===== config.mk =====
export PLATFORM = sky130hd
export DESIGN_NAME = ret_addr_stack
export DESIGN_NICKNAME = d
export VERILOG_FILES = /design/src/rtl/gpp_pkg.sv /design/src/rtl/ras_mem.sv /design/src/rtl/ret_addr_stack.sv
export SDC_FILE = /design/constraint.sdc
export NUM_CORES = 1
export LEC_CHECK = 0
export ABC_CLOCK_PERIOD_IN_PS = 6300
export CAP_MARGIN = 10
export CORE_ASPECT_RATIO = 0.75
export CORE_MARGIN = 3
export CORE_UTILIZATION = 40
export DETAILED_ROUTE_END_ITERATION = 10
export SLEW_MARGIN = 10
export SYNTH_ARGS = -nofsm -noshare
export SYNTH_HDL_FRONTEND = slang
export SYNTH_SLANG_ARGS = --single-unit

===== constraint.sdc =====
create_clock -name clk -period 6.3 [get_ports clk]
set_input_delay 0.63 -clock clk [delete_from_list [all_inputs] [get_ports clk]]
set_output_delay 0.63 -clock clk [all_outputs]
set_load 0.05 [all_outputs]

===== src/rtl/gpp_pkg.sv =====
// Shared definitions for the return-address stack and the PC datapath.
package gpp_pkg;

   localparam int ADDR_W    = 16;
   localparam int RAS_DEPTH = 8;

   typedef struct packed {
      logic overflow;
      logic underflow;
   } err_flags_t;

   // Encoded as {push, pop} so the request pair casts directly.
   typedef enum logic [1:0] {
      OP_NONE = 2'b00,
      OP_POP  = 2'b01,
      OP_PUSH = 2'b10,
      OP_REPL = 2'b11
   } ras_op_e;

endpackage


===== src/rtl/ras_mem.sv =====
// DEPTH x AW register array: one synchronous write port, one asynchronous read port.
module ras_mem #(
   parameter int AW    = 16,
   parameter int DEPTH = 8,
   parameter int IW    = $clog2(DEPTH)
) (
   input  logic          clk,
   input  logic          rst,
   input  logic          we,
   input  logic [IW-1:0] waddr,
   input  logic [AW-1:0] wdata,
   input  logic [IW-1:0] raddr,
   output logic [AW-1:0] rdata
);

   logic [AW-1:0] mem [DEPTH];

   always_ff @(posedge clk or posedge rst) begin
      if (rst) begin
         for (int unsigned i = 0; i < DEPTH; i++) mem[i] <= '0;
      end else if (we) begin
         mem[waddr] <= wdata;
      end
   end

   assign rdata = mem[raddr];

endmodule


===== src/rtl/ret_addr_stack.sv =====
// Hardware return-address stack feeding the PC load input; top is a 0-latency read.
// Build option: RAS_OVF_WRAP_EN makes the stack circular (push while full drops the oldest entry).
module ret_addr_stack
   import gpp_pkg::*;
#(
   parameter  int AW    = ADDR_W,
   parameter  int DEPTH = RAS_DEPTH,
   localparam int PW    = $clog2(DEPTH) + 1
) (
   input  logic          clk,
   input  logic          rst,
   input  logic          push,
   input  logic          pop,
   input  logic [AW-1:0] push_data,
   input  logic          clr_err,
   output logic [AW-1:0] top,
   output logic [PW-1:0] count,
   output logic          empty,
   output logic          full,
   output logic          overflow,
   output logic          underflow
);

   localparam int IW = PW - 1;

   logic [PW-1:0] cnt_q, cnt_d;
   logic [IW-1:0] base_q, base_d;
   logic [IW-1:0] wr_idx, top_idx, waddr;
   logic [PW-1:0] top_sum;
   logic [AW-1:0] rdata;
   logic          we;
   err_flags_t    err_q, err_d;
   ras_op_e       op;

   // Entries live at base..base+cnt-1 modulo DEPTH; base only moves in the circular build.
   assign wr_idx  = base_q + cnt_q[IW-1:0];
   assign top_sum = {1'b0, base_q} + cnt_q - PW'(1);
   assign top_idx = top_sum[IW-1:0];

   assign empty     = (cnt_q == '0);
   assign full      = (cnt_q == PW'(DEPTH));
   assign count     = cnt_q;
   assign top       = empty ? '0 : rdata;
   assign overflow  = err_q.overflow;
   assign underflow = err_q.underflow;

   always_comb begin
      op     = ras_op_e'({push, pop});
      cnt_d  = cnt_q;
      base_d = base_q;
      we     = 1'b0;
      waddr  = wr_idx;
      err_d  = clr_err ? '0 : err_q;
      case (op)
         OP_PUSH: begin
            if (!full) begin
               we    = 1'b1;
               cnt_d = cnt_q + PW'(1);
            end else begin
               err_d.overflow = 1'b1;
`ifdef RAS_OVF_WRAP_EN
               we     = 1'b1;
               base_d = base_q + IW'(1);
`endif
            end
         end
         OP_POP: begin
            if (!empty) cnt_d = cnt_q - PW'(1);
            else        err_d.underflow = 1'b1;
         end
         OP_REPL: begin
            we = 1'b1;
            if (!empty) begin
               waddr = top_idx;
            end else begin
               cnt_d           = PW'(1);
               err_d.underflow = 1'b1;
            end
         end
         default: ;
      endcase
   end

   always_ff @(posedge clk or posedge rst) begin
      if (rst) begin
         cnt_q  <= '0;
         base_q <= '0;
         err_q  <= '0;
      end else begin
         cnt_q  <= cnt_d;
         base_q <= base_d;
         err_q  <= err_d;
      end
   end

   ras_mem #(
      .AW   (AW),
      .DEPTH(DEPTH),
      .IW   (IW)
   ) u_mem (
      .clk  (clk),
      .rst  (rst),
      .we   (we),
      .waddr(waddr),
      .wdata(push_data),
      .raddr(top_idx),
      .rdata(rdata)
   );

endmodule


Yosys cells after proc, flatten, opt, wreduce, memory -nomap -nowiden
Index checks and enable logic that the tools add are counted.
Operators by class
  add/sub/neg operators: 2
  order comparisons: 3
  equal/unequal tests: 7
  reduce and logical (&&, ||, !) cells: 5
  muxes and demuxes: 20
  bitwise logic cells: 2
Operators by type and width (count)
  $bwmux 128: 1
  $mux 16: 4
  $bmux 16 s3: 1
  $demux 16 s3: 1
  $mux 4: 3
  $pmux 4 s3: 1
  $ge 4x4->1 const B: 2
  $not 3->4: 2
  $mux 3: 2
  $ne 2x2->1 const B: 3
  $mux 1: 5
  $add 4x1->4 const B: 1
  $eq 2x2->1 const B: 2
  $eq 4x4->1 const B: 1
  $logic_not 4->1: 1
  $lt 4x1->1 const B: 1
  $reduce_and 4->1: 1
  $sub 4x1->4 const B: 1
  $reduce_bool 3->1: 1
  $eq 2x1->1 const B: 1
  $mux 2: 1
  $pmux 1 s2: 1
  $reduce_or 2->1: 1
  $logic_and 1x1->1: 1
Storage, ports and cells
  output and inout bits: 24
  bits of input ports: 21
  register bits: 134

Longest topological paths before layout
Gate-level depths: netlist of the first run.
  word-level depth: 9
  gate-level depth with buffers: 10
  mapped depth without buffers: 6

Modules after synthesis
Synthesis of the first run repeated with hierarchy kept, for this count alone.
Unflattened totals
  cells, all modules: 434
  area, all modules: 6757.7 µm²
Modules (own cells, without submodules)
  ras_mem: sequential area each 3203.1 µm², area an instance 6024.5 µm², cells an instance 338, instances 1
  ret_addr_stack: sequential area each 150.1 µm², area an instance 733.2 µm², cells an instance 96, instances 1

Worst setup path before layout of the first run
Ideal clock, no wire load.
  path type: reg2out
  from: register cnt_q[0], in the netlist count[0]
  to: output top[14]
  arrival: 3.242 ns
  data required time: 5.670 ns
  slack: 2.428 ns
  stages on the path, launching flop included: 10
  cells stage by stage: dfrtp_1 buf_2 inv_1 ha_1 buf_2 clkbuf_1 buf_2 mux4_2 nand2_1 a21oi_1
On the way
  word-level cells in the longest chain between the ends: 6
  elaborated cells between the ends (all ways): 7
RTL lines
  start: declaration: line ret_addr_stack.sv:26  | logic [PW-1:0] cnt_q, cnt_d;
  start signal: assignment: line ret_addr_stack.sv:90  | cnt_q <= cnt_d;
  $sub 4x1->4
  $not 3->4 (not written as such): line ras_mem.sv:26  | assign rdata = mem[raddr];
  $bmux 16 s3: line ras_mem.sv:26
  $mux 16 (not written as such) (2 in series): line ras_mem.sv:26
  $mux 16 (*): line ret_addr_stack.sv:43  | assign top = empty ? '0 : rdata;
  end: declaration: line ret_addr_stack.sv:16  | output logic [AW-1:0] top,
Every way passes the cells marked *; elsewhere a longest branch is shown, timed or not. The select of a mux whose other input is x is not followed.

Worst setup path in the final report of the first run
  from: register cnt_q[1], in the netlist count[1]
  to: output top[10]
Same word-level chain as after synthesis.

==> impl_results.md, run 1 <==
- Status: finished, final reports clean
- Router iterations before antenna repair: 4
- R2R cell count: 6
- Clock tree buffer depth: 2
- Clock Tree Root: clkbuf_16
- Placement Rows: 40
- Library cells used by synthesis: 49
- EDFF count, synth: 0
- Final setup violating endpoints: 0
- Port bufs: 44
- Final Max Tran Viols: 0
- Total Neg Setup Slack: 0 ns
- Synth area leaders: dfrtp_1 50%, mux2_2 12%, mux4_2 11%
- Synth Cell Area: 0.00676 mm^2
- CTS Buf Count: 17
- Chip width: 156 um
- Hold Path Cell Cnt: 1
- Flops & latches, synth: 134
- Vias: 3,918
- Max-Cap Viols: 0
- Most frequent cell after synthesis: dfrtp_1
- Crit start category: register
- N_diodes: 0
- Reg area: 0.00335 mm^2
- CTS tree: done
- Post-synth top flop: dfrtp_1
- Gate Count Post-Synth: 449
- Top cell type's share of synthesized area: 49.6%
- Synthesis Warnings: 0
- Pin count of the biggest net entering global routing: 80
- H-tree levels: 4
- Critical Path End Type: output pin
- Post-cts hold buffer count: 0
- Drt total wl: 15.0 mm
- Multi-input gate area: 0.00319 mm^2
- Worst R2R Setup Slack: 3.11 ns
- Relative slew slack: 22.7%
- Worst path required time: 5.67 ns
- Synthesized area per cell: 15.1 um^2
- Register area share after synthesis: 49.6%
- DRT iter0 DRCs: 175
- Synth async-reset ratio: 100%
- Top cell type by total area after synthesis: dfrtp_1
- Layout net count: 508
- Routability Congestion: 0.768
- DRC errors left: 0
- Post-route ant nets: 0
- Clk sinks: 134
- F_max: 229 MHz
- Initial core utilization: 41.6%
- Post-DP HPWL: 8.71 mm
- Kind of critical path: register to output pin
- Die Y: 119 um
- Worst Max-Slew Pin Slew: 1.15 ns
- CTS clk-pin slew, worst paths: 0.06 ns
- DIE AREA: 0.0185 mm^2
- CTS resizes: 0
- Gr ovfl total: 0
- Worst-Skew Late Latency: 0.41 ns
- Worst Clk Skew: 0.00870 ns
- First-pass GRT wire length: 24.1 mm
- Syn nets: 472
- # IOs: 45
- Share of cells above drive strength 1: 41.2%
- Final Cycle Share: 69.3%
- Initial antenna violation count: 0
- CP max FO: 18
- Vias per inst: 5.53
- Fin crit period: 4.37 ns
- Setup bufs post-CTS: 0
- Min-Delay Path Class: register to register
- RSZ-0062 raised after global routing: false
- Core area: 0.0163 mm^2
- Top cells by count, synth: 134 x dfrtp_1, 75 x mux2_2, 40 x mux2_4
- Wire per inst: 21.2 um
- Vias in the first global route: 4,202
- Final Hold Viols: 0
- Critical Path AT: 3.74 ns
- Synth-to-layout area growth: 16.2%
- Fillers: 1,384
- GRT Util Overall: 16.9%
-- critical path, stage by stage, from the launching register on --
cell and delay, ns:
dfrtp_1 0.54, inv_1 0.17, ha_2 0.29, or3b_1 0.37, clkinv_1 0.70, a21oi_1 0.40
clkdlybuf4s50_1 0.86
-- cells by family (layout without fill, tap and decap cells) --
kind of cell,Yosys count,after routing,synth area share [%]
AO/OA/AOI/OAI,46,46,5.79
XOR/XNOR,3,3,0.389
adder cells (fa/ha/maj),2,2,0.370
buffers and inverters,39,88,3.59
flip-flops,134,134,49.6
multiplexers,164,164,34.8
AND/OR/NAND/NOR,61,61,5.48
-- cell type report --
cell class | instances | share of cell area, %
Clock buffer | 19 | 5.76
Clock inverter | 13 | 1.26
Inverter | 7 | 0.366
Multi-Input combinational cell | 276 | 40.5
Sequential cell | 134 | 42.7
Tap cell | 210 | 3.34
Timing Repair Buffer | 49 | 6.08
-- layer usage --
layer  GRT usage, %  part of all wire (%)
met1           24.7                    48
met2           26.0                    47
met3           3.99                   4.1
met4           3.55                  0.59
met5              0                     0
-- layout by cell type (no fill, tap or decap), types with 4 or more instances in the layout --
cell type,instances
o211ai_4,4
nand4_4,4
mux2_1,15
mux2_2,75
inv_1,5
clkdlybuf4s50_1,44
a211oi_1,5
nor2_1,4
buf_4,5
nand2_1,37
mux4_2,32
a21oi_1,17
dfrtp_1,133
clkbuf_16,17
clkinvlp_4,6
o21ai_0,4
nand3b_1,4
mux2_4,40
-- registers in the layout, indices dropped and copies added, names as in the netlist --
signal and flops:
count 4, overflow 1, u_mem.mem 128, underflow 1
-- path summary, 6_finish.rpt --
path,end,from
worst max-delay path,top[10],count[1]
worst min-delay path,u_mem.mem[15],u_mem.mem[15]
worst max register to register,u_mem.mem[57],count[1]
worst min register to register,u_mem.mem[15],u_mem.mem[15]
max in group asynchronous,u_mem.mem[93],rst
min in group asynchronous,u_mem.mem[54],rst
-- stage by stage --
step	std cells	util [%]	cell area, um^2	setup WS, ns	hold slack (ns)
after global placement	676	44.9	7310	2.47	0.470
after global routing	708	48.3	7860	1.68	0.503
final	708	48.3	7860	1.93	0.488
after floorplan	449	-	6760	2.09	0.459
after detailed placement	676	44.9	7310	2.30	0.480
after CTS	708	48.3	7860	1.85	0.493
Power of run 1 is not shown: default switching activity piles up to over one toggle a cycle in this logic, so the estimate is an artifact.
==> run 2, diff against run 1 <==
- ABC_CLOCK_PERIOD_IN_PS: 6300 -> 4000
- clock period: 6.3 -> 4 ns (I/O delays scaled with it)
==> run 2 against run 1 <==
Flip-flop and latch count stayed put. Cell count increased by 0.71%. Clock skew barely moved. Routed wire length barely moved. Largest cell class unchanged. Worst setup slack got worse by 1.4 ns. Non-clock buffer count up 5. Hold slack got worse by 0.0024 ns. Clock-buffer cell count fell by 1. Sequential share of layout area down 1.3 points.
==> impl_results.md, run 2 (synthesis gave the netlist of run 1 again) <==
- Fin crit period: 3.47 ns
- DIE AREA: 0.0185 mm^2 (unchanged)
- Worst-Skew Late Latency: 0.42 ns (about the same)
- Post-cts hold buffer count: 0 (unchanged)
- Vias in the first global route: 4,233 (+0.74%)
- CTS resizes: 0 (unchanged)
- Wire per inst: 21.0 um (-0.66%)
- Share of cells above drive strength 1: 44.9% (+3.8 points)
- Initial core utilization: 41.6% (unchanged)
- Critical Path End Type: output pin
- RSZ-0062 raised after global routing: false
- Min-Delay Path Class: input port to async pin
- Layout net count: 513 (+0.98%)
- Most frequent cells in the layout: 133 x dfrtp_1, 75 x mux2_2, 40 x mux2_4, 37 x nand2_1, 32 x mux4_2
- Clock tree buffer depth: 2 (unchanged)
- Initial antenna violation count: 1 (+1)
- Most flops, register: u_mem.mem
- Most common cell after layout, fill and taps aside: dfrtp_1
- Vias: 3,961 (+1.1%)
- N_diodes: 0 (unchanged)
- CP max FO: 20 (+2)
- CP delay by family, top: adder cells
- Crit path top cell by count: buf_12
- Final Hold Viols: 0 (unchanged)
- DRT iter0 DRCs: 168 (-4.0%)
- Total Neg Setup Slack: 0 ns (unchanged)
- Worst stage delay on the critical path: 0.77 ns (-0.09 ns)
- CP Cell Sequence: inv_1 -> ha_2 -> buf_12 -> mux4_2 -> nand2_1 -> a21oi_1 -> buf_12
- Routability Congestion: 0.818 (+6.5%)
- Post-DP HPWL: 9.03 mm (+3.7%)
- Max reg flops: 128 (unchanged)
- Port bufs: 44 (unchanged)
- CTS clk-pin slew, worst paths: 0.06 ns (about the same)
- Max-Cap Viols: 0 (unchanged)
- Final setup violating endpoints: 0 (unchanged)
- Drt total wl: 15.0 mm (about the same)
- Worst Max-Slew Pin Slew: 1.16 ns (+0.00171 ns)
- Setup bufs post-CTS: 0 (unchanged)
- Clk sinks: 134 (unchanged)
- Critical Path AT: 3.07 ns (-0.67 ns)
- Placement Rows: 40 (unchanged)
- Worst path required time: 3.60 ns (-2.07 ns)
- # IOs: 45 (unchanged)
- Gr ovfl total: 0 (unchanged)
- Core area: 0.0163 mm^2 (unchanged)
- CTS tree: done
- Chip width: 156 um (unchanged)
- Die Y: 119 um (unchanged)
- CP Buf/Inv Count: 3 (unchanged)
- Status: finished, final reports clean
- Clock Tree Root: clkbuf_16
- Crit start category: register
- Post-route ant nets: 0 (unchanged)
- Pin count of the biggest net entering global routing: 64 (-20%)
- CTS Buf Count: 17 (unchanged)
- GRT Util Overall: 17.2% (+0.24 points)
- F_max: 288 MHz
- H-tree levels: 4 (unchanged)
- Router iterations before antenna repair: 4 (unchanged)
- Worst Clk Skew: 0.00828 ns (-0.000419 ns)
- DRC errors left: 0 (unchanged)
- Vias per inst: 5.56 (+0.39%)
- Relative slew slack: 22.6% (-0.11 points)
- Final Max Tran Viols: 0 (unchanged)
- Final Cycle Share: 86.7%
- Synth-to-layout area growth: 19.9%
- Kind of critical path: register to output pin
- CP max-delay cell: ha_2
- First-pass GRT wire length: 24.3 mm (+0.71%)
run 2: changes by cell type in the layout (fill, tap and decap cells not counted), sizes merged:
cell / change
buf: +21
clkdlybuf4s50: -16
inv: +5
clkinvlp: -4
bufinv: +1
clkbuf: -1
clkinv: -1
run 2: worst reg2reg max path, cell delays in order, from the launching register on:
cell,delay [ns]
dfrtp_1,0.49
inv_1,0.19
ha_2,0.36
or3b_1,0.54
and4_4,0.31
o211ai_4,0.71
mux2_2,0.43
run 2: worst paths after layout:
kind / start / to / slack [ns] / cells after the start
worst min register to register: u_mem.mem[21] / u_mem.mem[21] / 0.49 / 1
min in group clk: u_mem.mem[21] / u_mem.mem[21] / 0.49 / 1
max in group asynchronous: rst / u_mem.mem[114] / 2.70 / 3
worst max-delay path: count[1] / top[3] / 0.53 / 7
worst min-delay path: rst / u_mem.mem[87] / 0.49 / 2
worst max register to register: count[1] / u_mem.mem[125] / 0.85 / 6
run 2: layout make-up:
| class | count | area (um^2) |
|---|---|---|
| multi-input cells | 276 | 3190 |
| well taps | 210 | 263 |
| flip-flops and latches | 134 | 3350 |
| repair buffers | 54 | 701 |
| clock buffers | 18 | 439 |
| fillers | 1361 | 8150 |
| inverters | 7 | 28.8 |
| clock inverters | 14 | 140 |
run 2: layer usage:
layer	global-route usage, %	vias to the layer above	wire length (um)
met5	0	-	13
met4	4.81	2	97
met3	3.73	12	522
met2	26.0	75	6950
met1	25.0	2100	7410
li1	-	1772	-
run 2: stage by stage:
step           instance area [um^2]  hold WS (ns)  cells  worst slack (ns)  util (%)
5_1_grt                        8110         0.507    713             0.367      49.9
4_1_cts                        8110         0.489    713             0.514      49.9
2_1_floorplan                  6760         0.459    449            0.0172         -
3_3_place_gp                   7530         0.468    681             0.955      46.3
3_5_place_dp                   7530         0.476    681             0.852      46.3
6_report                       8110         0.486    713             0.531      49.9
Power of run 2 is left out for the same reason.
==> run 3, diff against run 2 <==
- MAX_ROUTING_LAYER: default -> met4
==> run 3 against run 2 <==
Clock skew is essentially flat. Hold slack lost 0.013 ns. Non-clock buffer count is the same. Critical path type unchanged. Final area is essentially flat. Flip-flop and latch count is the same. Die area is the same. Fmax grew 0.10%. Register-to-register slack is essentially flat. Worst setup slack gained 0.0035 ns. First-iteration DRC count grew 5.4%. Clock-buffer cell count is the same. Critical path depth is the same.
==> impl_results.md, run 3 (synthesis gave the netlist of run 1 again) <==
- Status: finished, final reports clean
- Die Y: 119 um (unchanged)
- Worst path required time: 3.60 ns (about the same)
- Final Util: 49.9% (about the same)
- Max reg flops: 128 (unchanged)
- Wire per inst: 20.9 um (-0.83%)
- Pin count of the biggest net entering global routing: 64 (unchanged)
- Routability Congestion: 0.830 (+1.5%)
- Core area: 0.0163 mm^2 (unchanged)
- Most frequent cells in the layout: 133 x dfrtp_1, 75 x mux2_2, 40 x mux2_4, 37 x nand2_1, 32 x mux4_2
- DIE AREA: 0.0185 mm^2 (unchanged)
- Relative slew slack: 24.6% (+2.0 points)
- Reg area: 0.00335 mm^2 (unchanged)
- Final Hold Viols: 0 (unchanged)
- Clk sinks: 134 (unchanged)
- Drt total wl: 14.9 mm (-0.69%)
- DRC errors left: 0 (unchanged)
- Clock tree buffer depth: 2 (unchanged)
- Chip width: 156 um (unchanged)
- Gr ovfl total: 0 (unchanged)
- CP max FO: 20 (unchanged)
- Final setup violating endpoints: 0 (unchanged)
- CTS clk-pin slew, worst paths: 0.06 ns (about the same)
- Worst-Skew Late Latency: 0.42 ns (about the same)
- Most flops, register: u_mem.mem
- Layout net count: 513 (unchanged)
- Vias: 3,969 (+0.20%)
- Most common cell after layout, fill and taps aside: dfrtp_1
- Placement Rows: 40 (unchanged)
- Min-Delay Path Class: input port to async pin
- Vias per inst: 5.56 (about the same)
- Initial antenna violation count: 1 (unchanged)
- Worst hold slack: 0.473 ns (-0.0127 ns)
- Max-Cap Viols: 0 (unchanged)
- Critical Path AT: 3.07 ns (about the same)
- Fin crit period: 3.47 ns (-0.00353 ns)
- Worst Clk Skew: 0.00824 ns (-0.0000449 ns)
- Crit start category: register
- CTS tree: done
- Total Neg Setup Slack: 0 ns (unchanged)
- Final Cycle Share: 86.6% (-0.088 points)
- Synth-to-layout area growth: 20.0% (about the same)
- Final WS setup: 0.535 ns (+0.00353 ns)
- Worst Max-Slew Pin Slew: 1.13 ns (-0.0299 ns)
- Vias in the first global route: 4,241 (+0.19%)
- Share of cells above drive strength 1: 44.9% (unchanged)
- Post-route ant nets: 0 (unchanged)
- F_max: 289 MHz (+0.10%)
- H-tree levels: 4 (unchanged)
- Fillers: 1,360 (-0.073%)
- Router iterations before antenna repair: 5 (+1)
- Final Max Tran Viols: 0 (unchanged)
- RSZ-0062 raised after global routing: false
- Post-DP HPWL: 9.03 mm (unchanged)
- Critical Path End Type: output pin
- Dpl ws: 0.852 ns (unchanged)
- GRT Util Overall: 17.7% (+0.48 points)
- DRT iter0 DRCs: 177 (+5.4%)
- Multi-input gate area: 0.00319 mm^2 (unchanged)
- Setup bufs post-CTS: 0 (unchanged)
- # IOs: 45 (unchanged)
- Post-cts hold buffer count: 0 (unchanged)
- Kind of critical path: register to output pin
- CTS Buf Count: 17 (unchanged)
- Port bufs: 44 (unchanged)
- Initial core utilization: 41.6% (unchanged)
- Clock Tree Root: clkbuf_16
- First-pass GRT wire length: 24.3 mm (about the same)
- CTS resizes: 0 (unchanged)
## run 3: cell count changes in the layout (fill, tap and decap cells not counted), sizes merged
cell   previous run  this run
diode             0         1
## run 3: final timing paths
kind,startpoint,end,slack [ns],cells past startpoint
setup / recovery,count[1],top[3],0.53,7
hold / removal,rst,u_mem.mem[87],0.47,2
setup reg to reg,count[1],u_mem.mem[125],0.84,6
hold reg to reg,u_mem.mem[21],u_mem.mem[21],0.49,1
max in group asynchronous,rst,u_mem.mem[114],2.71,3
min in group clk,u_mem.mem[21],u_mem.mem[21],0.49,1
## run 3: metal layers
| metal | wire length, um | GRT usage, % |
|---|---|---|
| met1 | 7290 | 25.0 |
| met2 | 6920 | 26.0 |
| met3 | 575 | 3.73 |
| met4 | 106 | 4.81 |
| met5 | 0 | - |
## run 3: critical path, stage by stage (launching register included)
cell and delay (ns):
dfrtp_1 0.53, inv_1 0.17, ha_2 0.77, buf_12 0.27
mux4_2 0.52, nand2_1 0.09, a21oi_1 0.12, buf_12 0.17
## run 3: layout make-up
class,instances,share of cell area (%)
diodes,1,0.0308
clock buffers,18,5.41
clock inverters,14,1.73
inverters,7,0.355
multi-input cells,276,39.3
flip-flops and latches,134,41.3
well taps,210,3.24
repair buffers,54,8.64
## run 3: through the flow
stage          instances  instance area, um^2
2_1_floorplan        449                 6760
3_3_place_gp         681                 7530
6_report             714                 8110
4_1_cts              713                 8110
5_1_grt              714                 8110
3_5_place_dp         681                 7530
Power of run 3 is left out for the same reason.
==> patch (flow settings as in run 3) <==
The package constant `RAS_DEPTH` goes from 8 to 16.
--- a/src/rtl/gpp_pkg.sv
+++ b/src/rtl/gpp_pkg.sv
@@ -2,7 +2,7 @@
 package gpp_pkg;
 
    localparam int ADDR_W    = 16;
-   localparam int RAS_DEPTH = 8;
+   localparam int RAS_DEPTH = 16;
 
    typedef struct packed {
       logic overflow;
Ports: changed (resized count); port bits go from 45 to 46. No check against the original RTL was run, so the function may have changed too.
==> patch against run 3 <==
Wire length rose by 130%. Worst setup slack got worse by 170 ps. Utilization fell by 1.4 points. Sequential cell count rose by 129. Design area rose by 77%. Register-to-register slack got worse by 100 ps. Non-clock buffer count rose by 47. Synthesized area rose by 81%.
==> patch: results (changes against run 3) <==
Top FF cell, synth - dfrtp_1
Placed Area - 0.0135 mm² (+79%)
initial antenna violation count - 0 (-1)
status - complete, no violations
flop2flop setup slack - 740 ps (-100 ps)
met1 GRT Util - 0.326 (+0.0765)
GR Util All Layers - 0.220 (+0.0430)
met2 routed WL - 15.2 mm (+120%)
first-pass iteration count of the detailed router - 5 (unchanged)
H-tree levels - 1 (-3)
Critical Path AT - 3240 ps (+170 ps)
first-pass GRT wire length - 54.0 mm (+120%)
XOR/XNOR share of the synthesized area - 0.00215 (-0.00173)
WL/cell - 25.7 µm (+23%)
top cells by count, synth - 263 x dfrtp_1, 193 x o2bb2ai_1, 64 x mux4_2
Clock Latency Late Sink - 530 ps (+110 ps)
IO buf count - 45 (+2.3%)
Hold Path Class - primary input to async pin
r2r worst-path depth - 7 (+1)
nets - 956 (+86%)
R2R Path End - u_mem.mem[97]$_DFFE_PP0P_
crit path max fanout - 15 (-25%)
mux cell area share after synthesis - 0.182 (-0.167)
Net Count, Synth - 913 (+93%)
antenna cells - 0 (-1)
met2 Resource Use GR - 0.319 (+0.0589)
skew final - 7.77 ps (-0.472 ps)
dpl hpwl - 21.7 mm (+140%)
worst r2r src - count[0]$_DFFE_PP0P_
ranking of synthesized cells by area - dfrtp_1 54%, o2bb2ai_1 14%, mux4_2 12%
pin count of the biggest net entering global routing - 109 (+70%)
vias in the first global route - 8,603 (+100%)
# fillers - 2,563 (+88%)
max reg flops - 256 (+100%)
proportion of layout cells with a drive suffix above 1 - 0.242 (-0.207)
routability congestion estimate - 0.817 (-1.6%)
Unique masters post-synth - 54 (+10%)
metal3 WL - 2.21 mm (+280%)
clock buffer count from CTS - 27 (+10)
grt peak-use layer - met1
initial DRC count - 875 (+390%)
M1 WL - 16.5 mm (+130%)
Clock Path Buffers - 3 (+1)
vias - 8,286 (+110%)
Seq/Total Area, Yosys - 0.538 (+0.0427)
met3 usage - 0.0377 (+0.000322)
adder-cell share of the synthesized area - 0.00205 (-0.00165)
Worst Setup EP - top[7]
Synth Area in Compound Gates - 0.187 (+0.129)
[patch: worst min-delay path by stage]
| stage | to | cells past startpoint | from | slack, ps |
|---|---|---|---|---|
| 6_report | u_mem.mem[98]$_DFFE_PP0P_ | 2 | rst | 280 |
| 3_3_place_gp | u_mem.mem[246]$_DFFE_PP0P_ | 1 | u_mem.mem[246]$_DFFE_PP0P_ | 460 |
| 5_1_grt | u_mem.mem[19]$_DFFE_PP0P_ | 2 | rst | 320 |
| 2_1_floorplan | u_mem.mem[100]$_DFFE_PP0P_ | 1 | u_mem.mem[100]$_DFFE_PP0P_ | 450 |
| 3_5_place_dp | u_mem.mem[237]$_DFFE_PP0P_ | 1 | u_mem.mem[237]$_DFFE_PP0P_ | 470 |
| 4_1_cts | u_mem.mem[19]$_DFFE_PP0P_ | 2 | rst | 280 |
[patch: critical path, stage by stage, from the launching register on]
cell and delay [ps]:
dfrtp_1 380, buf_4 190, nor3_1 440, xnor2_1 250
nand2b_1 570, o22ai_1 610, a21oi_4 70, buf_12 170
[patch: metrics by stage]
step	hold WS (ps)	power (mW)	setup slack (ps)	utilization	instances
3_5_place_dp	469	13.0	691	0.455	1296
6_report	285	15.5	362	0.485	1342
4_1_cts	282	15.6	327	0.485	1342
5_1_grt	316	16.3	166	0.485	1342
2_1_floorplan	451	10.1	10.9	-	890
3_3_place_gp	462	12.9	779	0.455	1296
[patch: layout make-up]
class                           instances  area, µm²  share of cell area
Tap cell                              392        490              0.0342
Clock buffer                           42        792              0.0552
Multi-Input combinational cell        532       5340               0.372
Sequential cell                       263       6590               0.459
Clock inverter                          4       72.6             0.00506
Timing Repair Buffer                  101       1030              0.0719
Inverter                                8       33.8             0.00236
